<file path="config.mk">
export PLATFORM = sky130hd
export DESIGN_NAME = uart_receiver
export DESIGN_NICKNAME = d
export VERILOG_FILES = /design/src/rtl/uart_receiver.sv
export SDC_FILE = /design/constraint.sdc
export NUM_CORES = 1
export LEC_CHECK = 0
export ABC_AREA = 1
export CORE_MARGIN = 1
export CORE_UTILIZATION = 24
export DETAILED_ROUTE_END_ITERATION = 12
export SYNTH_ARGS = -nofsm -noshare
export SYNTH_HDL_FRONTEND = slang
export SYNTH_SLANG_ARGS = --single-unit
</file>
<file path="constraint.sdc">
create_clock -name clk -period 2.3 [get_ports clk]
set_clock_uncertainty 0.2 [all_clocks]
set_input_delay 0.23 -clock clk [delete_from_list [all_inputs] [get_ports clk]]
set_output_delay 0.23 -clock clk [all_outputs]
set_load 0.1 [all_outputs]
</file>
<file path="src/rtl/uart_receiver.sv">
// uart_receiver: serial-to-parallel receiver for parity-framed UART frames.
// Frame: start(0), DATA_BITS data bits LSB first, one parity bit, stop bit(s)(1).
// Received bytes shift into a FIFO-deep buffer; index 0 is oldest, FIFO-1 newest.
// Optional feature: define RX_MAJORITY_EN for 2-of-3 majority sampling around
// every sample point (decision one cycle later, bit period unchanged).

module uart_receiver #(
    parameter int unsigned DATA_BITS    = 8,
    parameter int unsigned CLKS_PER_BIT = 868,
    parameter int unsigned FIFO         = 4,
    parameter int unsigned PARITY_ODD   = 0
) (
    input  logic                         clk,
    input  logic                         rst,
    input  logic                         rx,
    input  logic                         clr,
    output logic                         rx_valid,
    output logic                         parity_err,
    output logic                         frame_err,
    output logic                         overrun,
    output logic [$clog2(FIFO+1)-1:0]    count,
    output logic [DATA_BITS-1:0]         last,
    output logic [DATA_BITS-1:0]         rx_buf [0:FIFO-1],
    output logic                         busy
);

    localparam int unsigned CW = $clog2(CLKS_PER_BIT + 1);
    localparam int unsigned IW = (DATA_BITS > 1) ? $clog2(DATA_BITS) : 1;
    localparam int unsigned NW = $clog2(FIFO + 1);

    localparam logic [CW-1:0] HALF_T   = CW'(CLKS_PER_BIT / 2 - 1);
    localparam logic [CW-1:0] FULL_T   = CW'(CLKS_PER_BIT - 1);
    localparam logic [IW-1:0] LAST_IDX = IW'(DATA_BITS - 1);
    localparam logic [NW-1:0] FULL_CNT = NW'(FIFO);
    localparam logic          ODD      = 1'(PARITY_ODD);

`ifdef RX_MAJORITY_EN
    // Decision lands one cycle past the nominal point, so the next bit starts at 1.
    localparam logic [CW-1:0] RESTART = CW'(1);
`else
    localparam logic [CW-1:0] RESTART = '0;
`endif

    typedef enum logic [2:0] {
        StIdle,
        StStart,
        StData,
        StParity,
        StStop,
        StBreak
    } state_t;

    state_t                 state_q, state_d;
    logic [CW-1:0]          counter_q, counter_d;
    logic [IW-1:0]          bit_idx_q, bit_idx_d;
    logic [DATA_BITS-1:0]   shreg_q, shreg_d;
    logic                   par_q, par_d;

    logic                   rx_meta, rxs, rxs_d;
    logic [CW-1:0]          target;
    logic                   sample_now;
    logic                   sample_bit;
    logic                   stop_ok;
    logic                   stop_bad;

    // Frame-completion pipeline: stage 1 holds the finished byte, stage 2 delays flags.
    logic                   p1_store, p1_ferr, p1_perr;
    logic [DATA_BITS-1:0]   p1_data;
    logic                   p2_store, p2_ferr;

    // Two-flop synchronizer plus one delayed copy for falling-edge detection.
    always_ff @(posedge clk) begin
        if (rst) begin
            rx_meta <= 1'b1;
            rxs     <= 1'b1;
            rxs_d   <= 1'b1;
        end else begin
            rx_meta <= rx;
            rxs     <= rx_meta;
            rxs_d   <= rxs;
        end
    end

`ifdef RX_MAJORITY_EN
    logic maj_a, maj_b;

    // Capture the two early votes at T-1 and T; the third vote is rxs at T+1.
    always_ff @(posedge clk) begin
        if (rst) begin
            maj_a <= 1'b1;
            maj_b <= 1'b1;
        end else begin
            if (counter_q == target - CW'(1)) begin
                maj_a <= rxs;
            end
            if (counter_q == target) begin
                maj_b <= rxs;
            end
        end
    end

    // Sample point is T+1 with a 2-of-3 vote.
    always_comb begin
        target     = (state_q == StStart) ? HALF_T : FULL_T;
        sample_now = (counter_q == target + CW'(1));
        sample_bit = (maj_a & maj_b) | (maj_a & rxs) | (maj_b & rxs);
    end
`else
    // Sample point is T with a single sample.
    always_comb begin
        target     = (state_q == StStart) ? HALF_T : FULL_T;
        sample_now = (counter_q == target);
        sample_bit = rxs;
    end
`endif

    // FSM state and datapath registers.
    always_ff @(posedge clk) begin
        if (rst) begin
            state_q   <= StIdle;
            counter_q <= '0;
            bit_idx_q <= '0;
            shreg_q   <= '0;
            par_q     <= 1'b0;
        end else begin
            state_q   <= state_d;
            counter_q <= counter_d;
            bit_idx_q <= bit_idx_d;
            shreg_q   <= shreg_d;
            par_q     <= par_d;
        end
    end

    // Next-state logic: bit timing, data capture and stop-bit decision.
    always_comb begin
        state_d   = state_q;
        counter_d = counter_q + CW'(1);
        bit_idx_d = bit_idx_q;
        shreg_d   = shreg_q;
        par_d     = par_q;
        stop_ok   = 1'b0;
        stop_bad  = 1'b0;

        unique case (state_q)
            StIdle: begin
                counter_d = '0;
                if (rxs_d && !rxs) begin
                    state_d = StStart;
                end
            end
            StStart: begin
                if (sample_now) begin
                    if (sample_bit) begin
                        // Line went back high before mid start bit: a glitch.
                        state_d   = StIdle;
                        counter_d = '0;
                    end else begin
                        state_d   = StData;
                        counter_d = RESTART;
                        bit_idx_d = '0;
                    end
                end
            end
            StData: begin
                if (sample_now) begin
                    shreg_d[bit_idx_q] = sample_bit;
                    counter_d          = RESTART;
                    if (bit_idx_q == LAST_IDX) begin
                        state_d = StParity;
                    end else begin
                        bit_idx_d = bit_idx_q + IW'(1);
                    end
                end
            end
            StParity: begin
                if (sample_now) begin
                    par_d     = sample_bit;
                    counter_d = RESTART;
                    state_d   = StStop;
                end
            end
            StStop: begin
                if (sample_now) begin
                    counter_d = '0;
                    if (sample_bit) begin
                        stop_ok = 1'b1;
                        state_d = StIdle;
                    end else begin
                        stop_bad = 1'b1;
                        state_d  = StBreak;
                    end
                end
            end
            StBreak: begin
                // Hold here until the line is released so a long low is not a new start.
                counter_d = '0;
                if (rxs) begin
                    state_d = StIdle;
                end
            end
            default: begin
                state_d   = StIdle;
                counter_d = '0;
            end
        endcase
    end

    // Two-stage delay from the stop decision to the store and the output pulses.
    always_ff @(posedge clk) begin
        if (rst) begin
            p1_store <= 1'b0;
            p1_ferr  <= 1'b0;
            p1_perr  <= 1'b0;
            p1_data  <= '0;
            p2_store <= 1'b0;
            p2_ferr  <= 1'b0;
        end else begin
            p1_store <= stop_ok;
            p1_ferr  <= stop_bad;
            if (stop_ok) begin
                p1_data <= shreg_q;
                p1_perr <= ((^shreg_q) ^ par_q) != ODD;
            end
            p2_store <= p1_store;
            p2_ferr  <= p1_ferr;
        end
    end

    // Output pulses and the receive buffer; clr beats a coincident store.
    always_ff @(posedge clk) begin
        if (rst) begin
            rx_valid   <= 1'b0;
            parity_err <= 1'b0;
            frame_err  <= 1'b0;
            overrun    <= 1'b0;
            count      <= '0;
            for (int i = 0; i < FIFO; i++) begin
                rx_buf[i] <= '0;
            end
        end else begin
            rx_valid   <= p2_store;
            parity_err <= p2_store & p1_perr;
            frame_err  <= p2_ferr;
            overrun    <= p2_store & ~clr & (count == FULL_CNT);
            if (clr) begin
                count <= '0;
                for (int i = 0; i < FIFO; i++) begin
                    rx_buf[i] <= '0;
                end
            end else if (p2_store) begin
                for (int i = 0; i < FIFO - 1; i++) begin
                    rx_buf[i] <= rx_buf[i+1];
                end
                rx_buf[FIFO-1] <= p1_data;
                if (count != FULL_CNT) begin
                    count <= count + NW'(1);
                end
            end
        end
    end

    assign busy = (state_q != StIdle);
    assign last = rx_buf[FIFO-1];

endmodule

</file>
* After elaboration in Yosys (flattened, before gate mapping)
Cells that the tools add are included.
** Word-level totals
- Register bits :: 80
- Bits of input ports :: 4
- Output and inout port bits :: 48
- Word-level logic and storage cells :: 93
** Operators by class
- Add/sub/neg operators :: 3
- Magnitude comparators :: 2
- Eq/ne operators :: 18
- Mux-type cells :: 23
- Bitwise gates (word level) :: 8
- Reduce and logical (&&, ||, !) cells :: 16
** Operators with widths (count)
- two-way mux 3 bit :: 12
- inequality test 2 bit (second input constant) :: 9
- one-hot mux 3 bit (6 select lines) :: 1
- == test 3 bit (second input constant) :: 4
- adder 10 x 1 -> 10 bit (second input constant) :: 1
- == test 10 bit :: 1
- two-way mux 10 bit :: 1
- bitwise mux 8 bit :: 1
- parity 8 bit :: 1
- AND reduction 7 bit :: 1
- adder 3 x 1 -> 3 bit (second input constant) :: 2
- == test 3 x 2 -> 1 bit (second input constant) :: 2
- one-hot mux 3 bit (2 select lines) :: 1
- AND reduction 2 bit :: 3
- OR reduction 3 bit :: 2
- two-way mux 1 bit :: 5
- AND reduction 5 bit :: 1
- < comparator 3 x 4 -> 1 bit (second input constant) :: 1
- NOT 1 bit :: 4
- OR reduction 4 bit :: 1
- bitwise AND 1 bit :: 3
- demux 1 bit (select 3 bit) :: 1
- == test 3 x 1 -> 1 bit (second input constant) :: 1
- >= comparator 3 x 1 -> 1 bit (second input constant) :: 1
- other kinds (9) :: 10

* Logic depth before layout (Yosys ltp)
- Depth in word-level cells :: 5
- Mapped depth :: 12

* Worst setup path before layout
Ideal clock, no wire load.
- Kind :: reg-to-reg
- Start :: reg count[0]
- End :: reg count[0]
- Library setup time :: 0.123 ns
- Arrival time :: 1.729 ns
- Slack :: 0.248 ns
- Stages on the path, launching flop included :: 7
- Buffers on the path :: 0
- Cells stage by stage :: dfxtp_1 -> inv_1 -> ha_1 -> nand2_1 -> nand2_1 -> o21ai_0 -> a21oi_1
** On the way
- Word-level cells in the longest chain between the ends :: 2
- Elaborated cells on any way between the ends :: 3
- Classes of those cells :: add/sub: 1; eq/ne: 1; reduce/logical: 1
** RTL lines
- start: declaration :: RTL line 21 : output logic [$clog2(FIFO+1)-1:0] count,
- start signal: assignment :: RTL line 256 : count <= count + NW'(1);
- parallel branches: the longest is 2 deep, another holds adder 3 x 1 -> 3 bit
Several ways; the timed one is not identified.
A chain may end at the register's enable or synchronous reset.

* Worst setup path in the final report
- Start :: reg state_q[2]
- End :: reg state_q[0]
** On the way
- Word-level cells in the longest chain between the ends :: 5
- Elaborated cells on any way between the ends :: 17
- Classes of those cells :: eq/ne: 13; mux: 2; reduce/logical: 2
** RTL lines
- start: declaration :: RTL line 53 : state_t state_q, state_d;
- start signal: assignment :: RTL line 120 : state_q <= StIdle;
- start signal: assignment :: RTL line 126 : state_q <= state_d;
- == test 3 x 1 -> 1 bit :: RTL line 111, 144
- two-way mux 10 bit :: RTL line 111 : target = (state_q == StStart) ? HALF_T : FULL_T;
- == test 10 bit :: RTL line 112 : sample_now = (counter_q == target);
- inequality test 2 bit (no source line)
- AND reduction 7 bit (no source line)
Several ways; a longest one is shown, not always the timed one.

==> qor.yml <==
grt_pass1_vias: 2739
drtIter0Drc: 169
antenna_found_initial: 0
portBuffers: 51
cts_made_buffers: 9
grt_usage: 0.103
worstMarginPinSlew_ns: 0.526
crit_buf_inv: 2
synth_edf_count: 0
p_switching_w: 0.00103
cp_top_family: "simple AND/OR/NAND/NOR gates"
combPwrFrac: 0.148
min_path_type: "register to register"
setup-violations-final: 0
slew_violations: 0
synthXorXnorAreaFrac: 0.0128
clkSinkCount: 80
synth_area_sq_um: 3430
dieArea_sq_um: 14800
ys_seq_area_frac: 0.467
async_flop_share: 0
clock_latency_ns: 0.33
antenna_cells: 0
fin_crit_sh: 0.821
synthCells: 459
yosys.area_share.adder: 0.0182
ctsResizeCount: 0
wl_per_cell_um: 10.1
p_int_w: 0.00254
crit_top_cell: "nand2_1"
syn_area_per_cell_sq_um: 7.47
drive_gt1_frac: 0.175
dp.final_hpwl_um: 5070
synth_top_family_by_area: "simple AND/OR/NAND/NOR gates"
post_cts_buffers: 0
status: "complete, no violations"
reg2reg_from: "state_q[2]"
initial_core_util: 0.247
pwr-share-seq: 0.412
leakagePower_nw: 1.71
yosysWarnings: 0
grt_overflow: 0
grt_pass1_wl_um: 12200
cp.required_ns: 2.36
grt_max_degree: 27
crit_chain: "inv_2, nand2_1, nor2_1, buf_4, nand2_1, nand2_1, nor2_1, a21boi_1, nand2_1, a21oi_1"
max_stage_delay_ns: 0.44
syn_nets: 468
p_sw_frac: 0.289
crit_slowest_cell: "dfxtp_1"
pin_count: 52
crit_arrival_ns: 1.95
cp-end-kind: "register"
r2r_slack_ns: 0.41
vias: 2917
finalWirelength_um: 6980
ir_drop_v: 0.000687
cts.clk_slew.worst_paths_ns: 0.06
start_kind: "register"
htree_levels: 3
hold_buffers: 0
relSlewSlack: 0.649
final-hold-violation-count: 0
synth_area_leaders: "dfxtp_1, nand2_1, nor2_1"
die_w_um: 122
rsz0062_at_grt: "false"
drt-pass1-iter-count: 5
coreArea_sq_um: 13900
muxShareOfSynthArea: 0
synth-seq-cells: 80
final_antenna_net_count: 0
crit_type: "register to register"
cp.depth: 10
gp_congestion: 0.774
fin_setup_tns_ns: 0
final_nets: 513
cp-startpoint: "state_q[2]"
synth_simple_gate_area_frac: 0.281
drt-vias-per-instance: 4.23
fill_cells: 1475
drc: 0
die_h_um: 122
r2r_end: "state_q[0]"
hold_ws_ns: 0.204
r2r_cells: 10
cts-root-buf: "clkbuf_16"
synth_top_area_frac: 0.467
crit_end: "state_q[0]"
synth_compound_area_frac: 0.111
ys_types: 31
fp-row-count: 43
powerDensity_nw_per_um2: 830
clock.fmax_ghz: 0.529
cts_buffer_depth: 2
critPathMaxFanout: 10
cts_tree: "done"
yosysTopAreaCell: "dfxtp_1"
drv_cap: 0
p_clk_frac: 0.440
synth_top_flop_cell: "dfxtp_1"
area_growth_pct: 25.6
layout_min_cycle_time_ns: 1.89
flip-flops by register name (all words and copies together), names as in the netlist, 3 cells and up:
register	count
rx_buf	24
counter_q	10
last	8
p1_data	8
shreg_q	8
bit_idx_q	3
count	3
state_q	3
area by class of cell:
class / instances / area (sq um) / area share
inverter: 63 / 236 / 0.0549
multi-input combinational: 290 / 1450 / 0.337
timing repair buffer: 60 / 458 / 0.106
tap: 180 / 225 / 0.0523
clock inverter: 7 / 109 / 0.0253
clock buffer: 9 / 225 / 0.0523
sequential: 80 / 1600 / 0.372
stage by stage:
stage,cells,power [W],area (sq um),utilization,worst slack (ns)
floorplan,459,0.00191,3430,-,0.248
global placement,673,0.00201,3970,0.286,0.481
detailed placement,673,0.00202,3970,0.286,0.457
CTS,689,0.00361,4310,0.310,0.408
global route,689,0.00374,4310,0.310,0.199
finish,689,0.00357,4310,0.310,0.411
kinds of logic (layout without fill, tap and decap cells):
logic type      count (synthesis)  count (layout)
compound gates                 68              68
xor+xnor                        5               5
fa+ha+maj                       5               5
buf+inv                        89             139
flops                          80              80
simple gates                  212             212
worst min path at each step:
stage	to	from	cells after the start
floorplan	rx_meta	rx	1
global placement	p2_ferr	p1_ferr	2
detailed placement	p2_store	p1_store	2
CTS	p2_store	p1_store	2
global route	p2_store	p1_store	2
finish	p2_ferr	p1_ferr	2
metal layers:
| layer | GRT usage | share of wire | up-vias | routed length, um |
|---|---|---|---|---|
| met1 | 0.120 | 0.46 | 1296 | 3210 |
| met5 | 0 | 0 | - | 0 |
| met4 | 0.0571 | 0.020 | 0 | 143 |
| met3 | 0.0254 | 0.045 | 10 | 313 |
| li1 | - | - | 1547 | - |
| met2 | 0.174 | 0.47 | 64 | 3310 |
worst register-to-register path, delay by kind of cell, from the launching register on:
kind | cells | cell delay (ns)
flops | 1 | 0.44
simple gates | 6 | 0.49
buf+inv | 2 | 0.27
compound gates | 2 | 0.41
cells in the mapped netlist (4+ instances only):
master     n
buf_4      9
nand2_1   87
inv_1     59
o21ai_0   25
ha_1       5
a21oi_1   27
dfxtp_1   80
nand3_1   12
nor3_1     5
xor2_1     4
a211oi_1  14
nor2_1    73
nand4_1   18
clkbuf_1  14
cells in the final DEF, fill, tap and decap left out, types with 12 or more instances in the layout:
cell / instances
nand2_1: 87
a21oi_1: 27
o21ai_0: 25
buf_4: 57
nand4_1: 18
a211oi_1: 14
dfxtp_1: 80
nor2_1: 73
inv_1: 59
nand3_1: 12
power groups by stage:
stage	logic (W)	clock network, W	registers (W)
after floorplan	0.000436	0	0.00148
after global placement	0.000511	0	0.00150
after detailed placement	0.000522	0	0.00150
after CTS	0.000531	0.00161	0.00147
after global routing	0.000590	0.00167	0.00148
final	0.000529	0.00157	0.00147
(Power assumes the default switching activity.)
